`src/rtl/brick_pkg.sv`:
```
`default_nettype none
// ============================================================================
//  Module      : brick_pkg
//  Description : Shared definitions for the brick-field collision engine:
//                scan FSM state encoding, default playfield geometry and the
//                brick-index width helper.
//  Revision    : 1.0 - initial release
// ============================================================================
package brick_pkg;

    // Scan controller states.
    typedef enum logic [1:0] {
        ST_IDLE = 2'd0,
        ST_SCAN = 2'd1,
        ST_DONE = 2'd2
    } state_t;

    // Default playfield geometry, in pixels.
    localparam int DEF_X0       = 100;
    localparam int DEF_Y0       = 100;
    localparam int DEF_B_WIDTH  = 150;
    localparam int DEF_B_HEIGHT = 40;
    localparam int DEF_GAP      = 20;
    localparam int DEF_BALL_R   = 10;

    // Width of an index able to address n items; never narrower than 1 bit.
    function automatic int brick_idx_width(input int n);
        return (n > 1) ? $clog2(n) : 1;
    endfunction

endpackage
`default_nettype wire

```
`src/rtl/brick_hit_test.sv`:
```
`default_nettype none
// ============================================================================
//  Module      : brick_hit_test
//  Description : Combinational ball-versus-brick overlap test. The ball is a
//                square of half-size BALL_R centred on (i_x, i_y); the brick
//                box is [i_l, i_l+B_WIDTH] x [i_t, i_t+B_HEIGHT].
//  Ports       : i_x, i_y      ball centre (12 bit)
//                i_l, i_t      brick left / top edge (13 bit)
//                o_overlap     ball square touches the brick box
//                o_in_x_span   ball centre x lies within the brick's columns
//                o_in_y_span   ball centre y lies within the brick's rows
//  Revision    : 1.0 - initial release
// ============================================================================
module brick_hit_test
    import brick_pkg::*;
#(
    parameter int B_WIDTH  = DEF_B_WIDTH,
    parameter int B_HEIGHT = DEF_B_HEIGHT,
    parameter int BALL_R   = DEF_BALL_R
) (
    input  logic [11:0] i_x,
    input  logic [11:0] i_y,
    input  logic [12:0] i_l,
    input  logic [12:0] i_t,
    output logic        o_overlap,
    output logic        o_in_x_span,
    output logic        o_in_y_span
);

    localparam logic [12:0] c_W = 13'(B_WIDTH);
    localparam logic [12:0] c_H = 13'(B_HEIGHT);
    localparam logic [12:0] c_R = 13'(BALL_R);

    // One extra bit of headroom so centre+BALL_R never wraps at the 12-bit edge.
    logic [12:0] w_x;
    logic [12:0] w_y;
    logic        w_ovl_x;
    logic        w_ovl_y;

    assign w_x = {1'b0, i_x};
    assign w_y = {1'b0, i_y};

    // Moving the radius to the other side of each inequality keeps the test
    // free of subtraction, so nothing can go negative near the origin.
    assign w_ovl_x = (w_x + c_R >= i_l) && (w_x <= i_l + c_W + c_R);
    assign w_ovl_y = (w_y + c_R >= i_t) && (w_y <= i_t + c_H + c_R);

    assign o_overlap   = w_ovl_x && w_ovl_y;
    assign o_in_x_span = (w_x >= i_l) && (w_x <= i_l + c_W);
    assign o_in_y_span = (w_y >= i_t) && (w_y <= i_t + c_H);

endmodule
`default_nettype wire

```
`src/rtl/brick_field_collider.sv`:
```
`default_nettype none
// ============================================================================
//  Module      : brick_field_collider
//  Description : ROWS x COLS brick field with per-brick hit points. Each
//                accepted ball-position strobe triggers a scan of one brick
//                per pclk; the first live, overlapping brick (outside the
//                post-hit lockout) is struck and the scan ends early.
//  Ports       : pclk, rst_n          clock, asynchronous active-low reset
//                pos_valid, x_pos,    ball-centre strobe (dropped while busy)
//                y_pos
//                level_reset          synchronous restore of the whole field
//                busy, scan_done      scan in progress / end-of-scan pulse
//                hit, hit_idx,        strike pulse, struck brick index and
//                bounce_x, bounce_y   velocity-reversal flags
//                blocks_out,          destroyed-brick mask / all destroyed
//                all_cleared
//  Revision    : 1.0 - initial release
// ============================================================================
module brick_field_collider
    import brick_pkg::*;
#(
    parameter int ROWS        = 4,
    parameter int COLS        = 4,
    parameter int X0          = DEF_X0,
    parameter int Y0          = DEF_Y0,
    parameter int B_WIDTH     = DEF_B_WIDTH,
    parameter int B_HEIGHT    = DEF_B_HEIGHT,
    parameter int GAP         = DEF_GAP,
    parameter int BALL_R      = DEF_BALL_R,
    parameter int HP_W        = 2,
    parameter int HP_INIT     = 2,
    parameter int LOCK_FRAMES = 4
) (
    input  logic                                  pclk,
    input  logic                                  rst_n,
    input  logic                                  pos_valid,
    input  logic [11:0]                           x_pos,
    input  logic [11:0]                           y_pos,
    input  logic                                  level_reset,
    output logic                                  busy,
    output logic                                  scan_done,
    output logic                                  hit,
    output logic [brick_idx_width(ROWS*COLS)-1:0] hit_idx,
    output logic                                  bounce_x,
    output logic                                  bounce_y,
    output logic [ROWS*COLS-1:0]                  blocks_out,
    output logic                                  all_cleared
);

    localparam int c_N  = ROWS * COLS;
    localparam int c_IW = brick_idx_width(c_N);
    localparam int c_CW = brick_idx_width(COLS);
    localparam int c_LW = brick_idx_width(LOCK_FRAMES + 1);

    localparam logic [12:0]     c_X0     = 13'(X0);
    localparam logic [12:0]     c_Y0     = 13'(Y0);
    localparam logic [12:0]     c_X_STEP = 13'(B_WIDTH + GAP);
    localparam logic [12:0]     c_Y_STEP = 13'(B_HEIGHT + GAP);
    localparam logic [HP_W-1:0] c_HP0    = HP_W'(HP_INIT);
    localparam logic [c_LW-1:0] c_LOCK   = c_LW'(LOCK_FRAMES);

    // ------------------------------------------------------------------
    // State
    // ------------------------------------------------------------------
    state_t            state_q,       state_d;
    logic [11:0]       x_q,           x_d;
    logic [11:0]       y_q,           y_d;
    logic [c_IW-1:0]   idx_q,         idx_d;
    logic [c_CW-1:0]   col_q,         col_d;
    logic [12:0]       l_q,           l_d;
    logic [12:0]       t_q,           t_d;
    logic [c_LW-1:0]   lock_q,        lock_d;
    logic              scan_hit_q,    scan_hit_d;
    logic [HP_W-1:0]   hp_q [c_N];
    logic [HP_W-1:0]   hp_d [c_N];

    logic              busy_q,        busy_d;
    logic              scan_done_q,   scan_done_d;
    logic              hit_q,         hit_d;
    logic [c_IW-1:0]   hit_idx_q,     hit_idx_d;
    logic              bounce_x_q,    bounce_x_d;
    logic              bounce_y_q,    bounce_y_d;
    logic [c_N-1:0]    blocks_q,      blocks_d;
    logic              all_cleared_q, all_cleared_d;

    logic              w_overlap;
    logic              w_in_x;
    logic              w_in_y;
    logic [HP_W-1:0]   w_hp_cur;
    logic              w_hit;

    // ------------------------------------------------------------------
    // Geometry test for the brick currently under the scan pointer
    // ------------------------------------------------------------------
    brick_hit_test #(
        .B_WIDTH  (B_WIDTH),
        .B_HEIGHT (B_HEIGHT),
        .BALL_R   (BALL_R)
    ) u_hit_test (
        .i_x         (x_q),
        .i_y         (y_q),
        .i_l         (l_q),
        .i_t         (t_q),
        .o_overlap   (w_overlap),
        .o_in_x_span (w_in_x),
        .o_in_y_span (w_in_y)
    );

    // Hit points of the brick being evaluated.
    always_comb begin
        w_hp_cur = '0;
        for (int i = 0; i < c_N; i++) begin
            if (idx_q == c_IW'(i)) begin
                w_hp_cur = hp_q[i];
            end
        end
    end

    assign w_hit = w_overlap && (w_hp_cur != '0) && (lock_q == '0);

    // ------------------------------------------------------------------
    // Next-state logic
    // ------------------------------------------------------------------
    always_comb begin
        state_d       = state_q;
        x_d           = x_q;
        y_d           = y_q;
        idx_d         = idx_q;
        col_d         = col_q;
        l_d           = l_q;
        t_d           = t_q;
        lock_d        = lock_q;
        scan_hit_d    = scan_hit_q;
        busy_d        = busy_q;
        scan_done_d   = 1'b0;
        hit_d         = 1'b0;
        hit_idx_d     = hit_idx_q;
        bounce_x_d    = bounce_x_q;
        bounce_y_d    = bounce_y_q;
        for (int i = 0; i < c_N; i++) begin
            hp_d[i]     = hp_q[i];
            blocks_d[i] = (hp_q[i] == '0);
        end
        all_cleared_d = &blocks_d;

        if (level_reset) begin
            // Overrides any scan in flight; no hit or scan_done escapes.
            state_d    = ST_IDLE;
            busy_d     = 1'b0;
            lock_d     = '0;
            scan_hit_d = 1'b0;
            for (int i = 0; i < c_N; i++) begin
                hp_d[i] = c_HP0;
            end
        end else begin
            unique case (state_q)
                ST_IDLE: begin
                    if (pos_valid) begin
                        x_d        = x_pos;
                        y_d        = y_pos;
                        idx_d      = '0;
                        col_d      = '0;
                        l_d        = c_X0;
                        t_d        = c_Y0;
                        scan_hit_d = 1'b0;
                        busy_d     = 1'b1;
                        state_d    = ST_SCAN;
                    end
                end

                ST_SCAN: begin
                    if (w_hit) begin
                        for (int i = 0; i < c_N; i++) begin
                            if (idx_q == c_IW'(i)) begin
                                hp_d[i] = hp_q[i] - 1'b1;
                            end
                        end
                        lock_d     = c_LOCK;
                        scan_hit_d = 1'b1;
                        hit_d      = 1'b1;
                        hit_idx_d  = idx_q;
                        // Centre inside the x span means a top/bottom face hit,
                        // inside the y span a side hit; outside both is a corner.
                        bounce_y_d = w_in_x || !(w_in_x || w_in_y);
                        bounce_x_d = w_in_y || !(w_in_x || w_in_y);
                        state_d    = ST_DONE;
                    end else if (idx_q == c_IW'(c_N - 1)) begin
                        state_d = ST_DONE;
                    end else begin
                        idx_d = idx_q + 1'b1;
                        // Edges advance by addition only; column wrap moves
                        // back to the left edge and down one row.
                        if (col_q == c_CW'(COLS - 1)) begin
                            col_d = '0;
                            l_d   = c_X0;
                            t_d   = t_q + c_Y_STEP;
                        end else begin
                            col_d = col_q + 1'b1;
                            l_d   = l_q + c_X_STEP;
                        end
                    end
                end

                ST_DONE: begin
                    scan_done_d = 1'b1;
                    busy_d      = 1'b0;
                    state_d     = ST_IDLE;
                    // A strobe that produced a hit does not count toward the
                    // lockout it just started.
                    if ((lock_q != '0) && !scan_hit_q) begin
                        lock_d = lock_q - 1'b1;
                    end
                end

                default: begin
                    state_d = ST_IDLE;
                    busy_d  = 1'b0;
                end
            endcase
        end
    end

    // ------------------------------------------------------------------
    // Registers
    // ------------------------------------------------------------------
    always_ff @(posedge pclk or negedge rst_n) begin
        if (!rst_n) begin
            state_q       <= ST_IDLE;
            x_q           <= '0;
            y_q           <= '0;
            idx_q         <= '0;
            col_q         <= '0;
            l_q           <= '0;
            t_q           <= '0;
            lock_q        <= '0;
            scan_hit_q    <= 1'b0;
            for (int i = 0; i < c_N; i++) begin
                hp_q[i] <= c_HP0;
            end
            busy_q        <= 1'b0;
            scan_done_q   <= 1'b0;
            hit_q         <= 1'b0;
            hit_idx_q     <= '0;
            bounce_x_q    <= 1'b0;
            bounce_y_q    <= 1'b0;
            blocks_q      <= '0;
            all_cleared_q <= 1'b0;
        end else begin
            state_q       <= state_d;
            x_q           <= x_d;
            y_q           <= y_d;
            idx_q         <= idx_d;
            col_q         <= col_d;
            l_q           <= l_d;
            t_q           <= t_d;
            lock_q        <= lock_d;
            scan_hit_q    <= scan_hit_d;
            for (int i = 0; i < c_N; i++) begin
                hp_q[i] <= hp_d[i];
            end
            busy_q        <= busy_d;
            scan_done_q   <= scan_done_d;
            hit_q         <= hit_d;
            hit_idx_q     <= hit_idx_d;
            bounce_x_q    <= bounce_x_d;
            bounce_y_q    <= bounce_y_d;
            blocks_q      <= blocks_d;
            all_cleared_q <= all_cleared_d;
        end
    end

    assign busy        = busy_q;
    assign scan_done   = scan_done_q;
    assign hit         = hit_q;
    assign hit_idx     = hit_idx_q;
    assign bounce_x    = bounce_x_q;
    assign bounce_y    = bounce_y_q;
    assign blocks_out  = blocks_q;
    assign all_cleared = all_cleared_q;

endmodule
`default_nettype wire

```
`config.mk`:
```
export PLATFORM = sky130hd
export DESIGN_NAME = brick_field_collider
export DESIGN_NICKNAME = d
export VERILOG_FILES = /design/src/rtl/brick_pkg.sv /design/src/rtl/brick_hit_test.sv /design/src/rtl/brick_field_collider.sv
export SDC_FILE = /design/constraint.sdc
export NUM_CORES = 1
export LEC_CHECK = 0
export ABC_AREA = 0
export CAP_MARGIN = 10
export CORE_MARGIN = 1
export CORE_UTILIZATION = 52
export DETAILED_ROUTE_END_ITERATION = 6
export GPL_TIMING_DRIVEN = 0
export PLACE_DENSITY = 0.83
export SLEW_MARGIN = 20
export SYNTH_ARGS = -nofsm -noshare
export SYNTH_HDL_FRONTEND = slang
export SYNTH_SLANG_ARGS = --single-unit
```
`constraint.sdc`:
```
create_clock -name pclk -period 5.1 [get_ports pclk]
set_input_delay 1.53 -clock pclk [delete_from_list [all_inputs] [get_ports pclk]]
set_output_delay 1.53 -clock pclk [all_outputs]
set_load 0.01 [all_outputs]
```
==> results.yml <==
outcome:
  status: "finished clean"
yosys:
  ys.warnings.count: 0
  ys.flop_type: "dfrtp_1"
  netlist_area_sq_mm: 0.00887
  synthesis.nets: 1157
  ys_ff_latch: 117
  ys_seq_area_share_pct: 33.2
  synth_edf_count: 0
  synthArstFlopShare_pct: 100
  ys_types: 73
  avgSynthCellArea_sq_um: 8.76
  synthCells: 1013
route:
  via_count: 8029
  drt-pass1-iter-count: 6
  vias_per_cell: 6.04
  drc_errors: 0
  initialDrtViolationCount: 852
  ant_nets: 0
  wire_per_inst_microns: 17.5
  routed_wirelength_microns: 23300
sta:
  hold_slack_ns: 0.481
  fin_skew_ns: 0.00815
  max_freq_mhz: 207
  min_period_ns: 4.82
  worst_slew_margin_rel_pct: 39.4
  setup_viol: 0
  finalSetupTns_ns: 0
  finalHoldViolCount: 0
  period_share_pct: 94.5
  slew_violations: 0
  worst_pin_slew_ns: 0.904
finish:
  final_area_sq_mm: 0.0104
  area_growth_syn_to_layout_pct: 17.4
  nets: 1240
  final_cell_mix: "119 x nand2_1, 115 x ha_1, 100 x dfrtp_1, 77 x inv_1, 70 x nor2_1"
  layout-drive-gt1-share_pct: 9.29
  stdcell_count: 1329
  insertedDiodeCount: 0
  mostFrequentLayoutCell: "nand2_1"
worst_setup_path:
  critPathSlowestCell: "nor4_1"
  start_kind: "flop"
  path_max_fanout: 6
  crit_type: "flop to flop"
  arrival_ns: 5.10
  cpMostUsedCell: "nor2_1"
  worstRegToRegCells: 17
  crit_required_ns: 5.38
  cp_cell_sequence: "inv_1 > ha_1 > nor2_1 > o22ai_1 > a222oi_1 > nand4b_1 > nor2_1 > xor2_1 > ha_1 > a2111oi_1 > o21ai_0 > a21oi_1 > nor3_1 > mux2_2 > nor4_1 > xnor2_1 > nor2_1"
  cpPeakStageDelay_ns: 0.65
  crit_path_end_kind: "flop"
grt:
  grt_pass1_vias: 7720
  grt_overflow: 0
  grt_usage_pct: 27.3
  grt_antenna_before_repair: 0
  grt_max_degree: 78
  grt_first_pass_wirelength_microns: 38100
cts:
  cts_tree: "yes"
  clock_sinks: 117
  htreeDepth: 4
  cts_buffers: 17
  clk_pin_slew_worst_paths_ns: 0.06
  worstSkewPairLatency_ns: 0.43
  cts_root_buf: "clkbuf_16"
  clock_path_buffers: 2
die:
  die_w_microns: 133
  fp.coreArea_sq_mm: 0.0166
  initial_core_util_pct: 53.3
  row_count: 47
  ios: 54
  dieArea_sq_mm: 0.0176
  die_h_microns: 133
place:
  gp_congestion: 0.940
  place_area_sq_mm: 0.00972
  dp_hpwl_microns: 17000
  port_buffers: 53
  place_inst: 1288
min_path:
  min_path_type: "flop to flop"
  min_path_cells: 2
power_and_ir_drop:
  leakage_uw: 0.00462
  ir_drop_v: 0.000602
  powerDensity_mw_per_mm2: 563
  p_total_uw: 5870
run:
  drv_cap: 0
[layout make-up]
class | count | area, sq um
Buffer | 41 | 176
Clock buffer | 21 | 460
Clock inverter | 11 | 103
Fill cell | 1382 | 6220
Inverter | 79 | 297
Multi-Input combinational cell | 775 | 5520
Sequential cell | 117 | 2950
Tap cell | 220 | 275
Timing Repair Buffer | 65 | 639
[kinds of logic after synthesis]
group                    Yosys count  share of synthesized area [%]
flip-flops                       117                           33.2
buffers and inverters            121                           5.37
XOR/XNOR                          60                           5.92
multiplexers                      18                           2.20
AND/OR/NAND/NOR                  364                           20.0
AO/OA/AOI/OAI                    217                           16.8
adder cells (fa/ha/maj)          116                           16.4
[metrics by stage]
step / utilization, % / setup WS, ns
2_1_floorplan: - / 0.681
3_3_place_gp: 58.2 / -1.96
3_5_place_dp: 58.4 / -0.625
4_1_cts: 62.0 / 0.0109
5_1_grt: 62.6 / -0.0510
6_report: 62.6 / 0.279
[final timing paths]
path	startpoint	end	slack [ns]
worst max register to register	l_q[2]$_DFFE_PN0P_	hp_q[30]$_DFFE_PN0P_	0.28
worst min-delay path	busy$_DFFE_PN0P_	busy$_DFFE_PN0P_	0.48
max in group asynchronous	rst_n	hp_q[31]$_DFFE_PN1P_	3.36
worst min register to register	busy$_DFFE_PN0P_	busy$_DFFE_PN0P_	0.48
worst max-delay path	l_q[2]$_DFFE_PN0P_	hp_q[30]$_DFFE_PN0P_	0.28
min in group asynchronous	rst_n	blocks_out[9]$_DFF_PN0_	1.01
[sequential cells by signal, indices dropped and copies added (netlist names)]
| name | count |
|---|---|
| col_q | 2 |
| scan_hit_q | 1 |
| bounce_y | 1 |
| idx_q | 4 |
| hp_q | 32 |
| all_cleared | 1 |
| lock_q | 3 |
| state_q | 2 |
| hit | 1 |
| x_q | 12 |
| t_q | 11 |
| scan_done | 1 |
| l_q | 12 |
| blocks_out | 16 |
| y_q | 12 |
| bounce_x | 1 |
| hit_idx | 4 |
| busy | 1 |
[critical path, delay by kind of cell (launching register included)]
kind | cells | cell delay (ns)
AND/OR/NAND/NOR | 6 | 1.38
multiplexers | 1 | 0.38
XOR/XNOR | 2 | 0.39
flip-flops | 1 | 0.45
buffers and inverters | 1 | 0.16
adder cells (fa/ha/maj) | 2 | 0.67
AO/OA/AOI/OAI | 5 | 1.23
[layer usage]
metal	routed length (microns)	track usage (%)	vias to the layer above
met3	1620	6.51	76
met4	886	12.4	0
met5	0	0	-
met1	9930	34.4	3775
met2	10900	44.6	365
li1	-	-	3813
[synth_stat cells, types with 9 or more instances]
master / instances / area share, %
dfrtp_1: 101 / 28
dfstp_2: 16 / 4.7
clkbuf_1: 32 / 1.4
nand2b_1: 12 / 0.85
and3_1: 13 / 0.92
a21oi_1: 44 / 2.5
nor4_1: 13 / 0.92
nor3_1: 36 / 2.0
mux2_2: 12 / 1.5
xnor2_1: 51 / 5.0
ha_1: 115 / 16
a31oi_1: 16 / 1.1
nand2_1: 119 / 5.0
nand4_1: 26 / 1.8
nor2_1: 70 / 3.0
inv_1: 77 / 3.3
a21o_1: 9 / 0.76
a211oi_1: 12 / 1.0
nand3_1: 29 / 1.6
o21ai_0: 44 / 2.5
xor2_1: 9 / 0.89
o21a_1: 12 / 1.0
o211ai_1: 13 / 1.1
[where the power goes]
part           internal, uW  switching (uW)
Combinational          1420            1960
Clock                   695             449
Sequential             1080             259
[timing repair]
action / 4_1_cts / 5_1_grt
setup endpoints to repair: 56 / 51
gates resized for setup: 5 / 8
pin swaps: 1 / 3
hold buffers: 0 / 0
buffers inserted: 1 / 9
Power figures use the tool's default switching activity.
